### src/rtl/tff_count_sequencer.sv
// tff_count_sequencer
// Drives the t inputs of an external bank of T flip-flops so that the bank
// is cleared and then counts up to a captured limit, then pulses done.
//
// state | meaning
// ------+-------------------------------------------------------------
// IDLE  | waiting for start, t_out=0
// CLEAR | one cycle, t_out=q_in so every set flop toggles to 0
// RUN   | binary increment of the bank until it equals limit_q
// DONE  | one-cycle done pulse, bank holds the limit value
module tff_count_sequencer #(
  parameter int WIDTH = 4
) (
  input  logic             clk,
  input  logic             reset,
  input  logic             start,
  input  logic [WIDTH-1:0] limit,
  input  logic             pause,
  input  logic             abort,
  input  logic [WIDTH-1:0] q_in,
  output logic [WIDTH-1:0] t_out,
  output logic             busy,
  output logic             done
);

  localparam logic [1:0] IDLE  = 2'd0;
  localparam logic [1:0] CLEAR = 2'd1;
  localparam logic [1:0] RUN   = 2'd2;
  localparam logic [1:0] DONE  = 2'd3;

  logic [1:0]       state_q, state_d;
  logic [WIDTH-1:0] limit_q, limit_d;
  logic [WIDTH-1:0] inc_t;
  logic             carry;

  // Toggle pattern that advances the bank by one: bit i flips when all lower bits are set.
  always_comb begin
    inc_t = '0;
    carry = 1'b1;
    for (int i = 0; i < WIDTH; i++) begin
      inc_t[i] = carry;
      carry    = carry & q_in[i];
    end
  end

  // Next-state and limit capture; abort wins over everything while busy.
  always_comb begin
    state_d = state_q;
    limit_d = limit_q;
    case (state_q)
      IDLE: begin
        if (start) begin
          state_d = CLEAR;
          limit_d = limit;
        end
      end
      CLEAR: state_d = abort ? IDLE : RUN;
      RUN: begin
        if (abort)                state_d = IDLE;
        else if (q_in == limit_q) state_d = DONE;
      end
      DONE:    state_d = IDLE;
      default: state_d = IDLE;
    endcase
  end

  // Bank toggle drive; terminal match is checked before pause so a paused
  // bank sitting on its limit still finishes.
  always_comb begin
    t_out = '0;
    case (state_q)
      CLEAR: if (!abort) t_out = q_in;
      RUN: begin
        if (!abort && (q_in != limit_q) && !pause) t_out = inc_t;
      end
      default: t_out = '0;
    endcase
  end

  // Status outputs decoded from state.
  always_comb begin
    busy = (state_q == CLEAR) || (state_q == RUN);
    done = (state_q == DONE);
  end

  // State registers with synchronous reset.
  always_ff @(posedge clk) begin
    if (reset) begin
      state_q <= IDLE;
      limit_q <= '0;
    end else begin
      state_q <= state_d;
      limit_q <= limit_d;
    end
  end

endmodule

### config.mk
export PLATFORM = sky130hd
export DESIGN_NAME = tff_count_sequencer
export DESIGN_NICKNAME = d
export VERILOG_FILES = /design/src/rtl/tff_count_sequencer.sv
export SDC_FILE = /design/constraint.sdc
export NUM_CORES = 1
export LEC_CHECK = 0
export ABC_AREA = 0
export BUFFER_PORTS_ARGS = -buffer_cell sky130_fd_sc_hd__buf_2
export CORE_AREA = 5 5 42 44
export DETAILED_ROUTE_END_ITERATION = 7
export DIE_AREA = 0 0 47 49
export HOLD_SLACK_MARGIN = 0.06
export SLEW_MARGIN = 20
export SYNTH_ARGS = -nofsm -noshare
export SYNTH_HDL_FRONTEND = slang
export SYNTH_SLANG_ARGS = --single-unit
### constraint.sdc
create_clock -name clk -period 1.9 [get_ports clk]
set_input_delay 0.285 -clock clk [delete_from_list [all_inputs] [get_ports clk]]
set_output_delay 0.285 -clock clk [all_outputs]
set_load 0.005 [all_outputs]
Word-level counts from Yosys, hierarchy flattened --
Index checks and enable logic that the tools add are counted.
Operators by class: equality and inequality tests 7, shift-type cells 0, multiply operators 0, div/mod/pow operators 0, magnitude comparators 0, multiplexer cells 8, add/subtract/negate cells 0, bitwise gates (word level) 2, reduce and logical (&&, ||, !) cells 8
Operator list (count):
- $mux W2 | 4
- $mux W4 | 2
- $pmux W2 S4 | 1
- $pmux W4 S2 | 1
- $eq A2 B2 Y1 const B | 2
- $eq A4 B4 Y1 | 1
- $ne A4 B4 Y1 | 1
- $reduce_and A2 Y1 | 2
- $ne A3 B3 Y1 const B | 1
- $and A1 B1 Y1 | 2
- $eq A2 B1 Y1 const B | 1
- $logic_and A1 B1 Y1 | 2
- $logic_not A1 Y1 | 2
- $logic_not A2 Y1 | 1
- $ne A2 B2 Y1 const B | 1
- $logic_or A1 B1 Y1 | 1
Word-level totals: output and inout port bits 6, bits in latches 0, input bits 13, logic and storage cells 27, ROM bits 0, memory bits (writable) 0, memories kept 0, flip-flop bits (word level) 6

Longest topological paths before layout --
depth in word-level cells 5, depth in mapped cells 6, gate-level depth less buffers 6

Worst setup path before layout --
Ideal clock, no wire load.
kind flip-flop to output port, start reg state_q[0], end out t_out[2], path buffers 0, cell stages (with the launch flop) 7, data arrival time 1388 ps, data required time 1615 ps, setup slack 227 ps, path through dfxtp_1 inv_1 ha_1 or2b_1 a41oi_2 nand4b_1 a21boi_0
Between the ends: word-level cells in the longest chain between the ends 2, elaborated cells between the ends (all ways) 3, classes of those cells eq/ne: 2; mux: 1
Ends and longest elaborated chain:
- start: declaration | line 31 | logic [1:0] state_q, state_d;
- start signal: assignment | line 92 | state_q <= state_d;
- $eq A2 B2 Y1 / $eq A2 B1 Y1 (equally long branches) | line 71 | case (state_q)
- $pmux W4 S2 * | line 71
- end: declaration | line 21 | output logic [WIDTH-1:0] t_out,
Every way passes the cells marked *; elsewhere a longest branch is shown, timed or not.

Worst setup path in the final report --
start reg state_q[0], end out t_out[3]
Same word-level chain as after synthesis.

==> metrics.yaml <==
reg2reg_to: "state_q[1]"
critical_path_class: "reg2out"
max_freq_mhz: 509
synth_cells: 53
finalSetupViolations: 3
vias: 476
routed_wl_mm: 1.11
grt_use_total_pct: 11.0
worst_hold_startpoint: "reset"
ys_top_cells_by_area: "dfxtp_1 (26%), xnor2_2 (14%), ha_1 (14%)"
min_to: "limit_q[3]"
grt_pass1_vias: 475
synth_top_area_share_pct: 25.9
grt_max_degree: 7
dieArea_mm2: 0.00230
seq_area_frac_synth_pct: 25.9
first_pass_iters: 4
yosysTopAreaCell: "dfxtp_1"
pre_cts_slack_ns: 0.0922
htree_levels: 1
synth-seq-cells: 6
antenna_cells: 0
ios: 19
critPathArrivalTime_ns: 1.68
coreArea_mm2: 0.00140
grt_first_pass_wirelength_mm: 1.88
final_cell_mix: "buf_2 (18), nand2_1 (9), nand3_1 (5), a21oi_1 (5)"
final_nets: 98
portBuffers: 18
ir_drop_mv: 0.312
cp_data_required_time_ns: 1.62
cp-end-kind: "output port"
antenna_found_initial: 0
cts_tree: "yes"
setup_slack_ns: -0.0639
postPlaceCellArea_um2: 581
clk_latency_ns: 0.24
cts.path.max_buffers: 2
fin_area_um2: 659
skew_ns: 0.00308
r2r_cells: 8
hold_depth: 2
hold_violations: 0
hold_class: "in2reg"
cpPeakStageDelay_ns: 0.31
powerDensity_mw_per_mm2: 584
post_drt_wl_per_cell_um: 11.8
globalplace.congestion: 0.674
cts_hold_buf: 0
synthToLayoutAreaGrowth_pct: 42.4
final_common_cell: "buf_2"
rsz0062_at_grt: "true"
timing.rr.start: "state_q[0]"
p_leak_nw: 0.286
status: "complete, but fails checks"
cap_violations: 0
multi_input_area_um2: 364
cp_cell_sequence: "inv_2 > ha_4 > or2b_1 > a41oi_2 > nand4b_1 > o21ai_1 > buf_2"
syn_area_per_cell_um2: 8.73
critPathLaunchType: "flop"
cts_inserted_buffers: 3
drive_gt1_share_pct: 47.4
drt_iter0_drc: 10
slew_headroom_pct: 81.1
slew_viol_final: 0
syn_nets: 71
clkSinkCount: 6
drc: 0
overflow: 0
ys_warn_count: 0
start_util_pct: 33.0
post-route-period-util_pct: 103
ant_nets: 0
violations: "setup timing"
dp_hpwl_um: 898
ys_types: 19
syn_area_um2: 463
fillCellCount: 145
period_minus_slack_ns: 1.96
die_h_um: 49
via_per_inst: 5.06
path_clk_slew_ns: 0.04
critPathMaxFanout: 5
rows: 14
worst-r2r-setup-slack_ns: 0.11
cts_root_buf: "clkbuf_4"
worstMarginPinSlew_ns: 0.283
layout.area.seq_um2: 125
slowest_stage: "dfxtp_2"
p_total_mw: 0.385
die_w_um: 47
## worst max-delay path by stage
stage,from,end,slack [ns]
3_3_place_gp,state_q[1],t_out[2],0.12
5_1_grt,state_q[0],t_out[3],-0.20
2_1_floorplan,state_q[0],t_out[2],0.23
3_5_place_dp,state_q[0],t_out[2],0.09
6_report,state_q[0],t_out[3],-0.06
4_1_cts,state_q[0],t_out[3],-0.07
## synth_stat cells (all sizes together)
cell type and instances:
nand2 9, dfxtp 6, a21oi 5, ha 5, nand3 5, xnor2 4, a21boi 3, inv 2
nor2 2, nor2b 2, o21ai 2, a221oi 1, a41oi 1, nand2b 1, nand3b 1, nand4b 1
or2 1, or2b 1, or4b 1
## per-layer routing
layer,vias up,GRT usage (%),part of all wire (%)
met3,4,2.58,6.7
met2,19,16.7,47
met1,218,13.2,44
met5,-,0,0
met4,0,6.91,1.9
li1,235,-,-
## flip-flops by register name, indices dropped and copies added, names as in the netlist
name     count
limit_q      4
state_q      2
## final cells by class
class | instances | share of cell area [%]
Inverter | 2 | 1.14
Tap cell | 16 | 3.04
Clock buffer | 3 | 3.42
Multi-Input combinational cell | 45 | 55.2
Timing Repair Buffer | 22 | 18.2
Sequential cell | 6 | 19.0
## metrics by stage
| step | hold slack [ns] | std cells | utilization [%] | TNS, ns |
|---|---|---|---|---|
| floorplan | 0.354 | 53 | - | 0 |
| global placement | 0.480 | 88 | 41.4 | 0 |
| detailed placement | 0.483 | 88 | 41.4 | 0 |
| CTS | 0.279 | 94 | 45.9 | -0.144 |
| global route | 0.280 | 94 | 47.1 | -0.629 |
| finish | 0.288 | 94 | 47.1 | -0.124 |
## critical path, delay by kind of cell (launching register included)
family                   cells  cell delay (ns)
AND/OR/NAND/NOR              2             0.41
AO/OA/AOI/OAI                2             0.40
flip-flops                   1             0.31
buffers and inverters        2             0.19
adder cells (fa/ha/maj)      1             0.12
## timing repair
item	CTS	global route
endpoints found under the setup margin	4	6
buffers inserted	3	0
pin swaps	5	1
gates resized for setup	10	3
## cells by family after synthesis
family                     share of synthesized area [%]
adders and majority gates                           13.5
xor gates and xnor gates                            14.1
AOI/OAI and AO/OA                                   17.8
and+or+nand+nor                                     27.0
buffers and inverters                               1.62
DFF                                                 25.9
## power breakdown
part | internal, mW | switching (mW) | total (mW) | leakage, nW
sequential | 0.136 | 0.00836 | 0.144 | 0.0503
combinational | 0.0687 | 0.0585 | 0.127 | 0.222
clock | 0.0712 | 0.0426 | 0.114 | 0.0138
(Power assumes the default switching activity.)
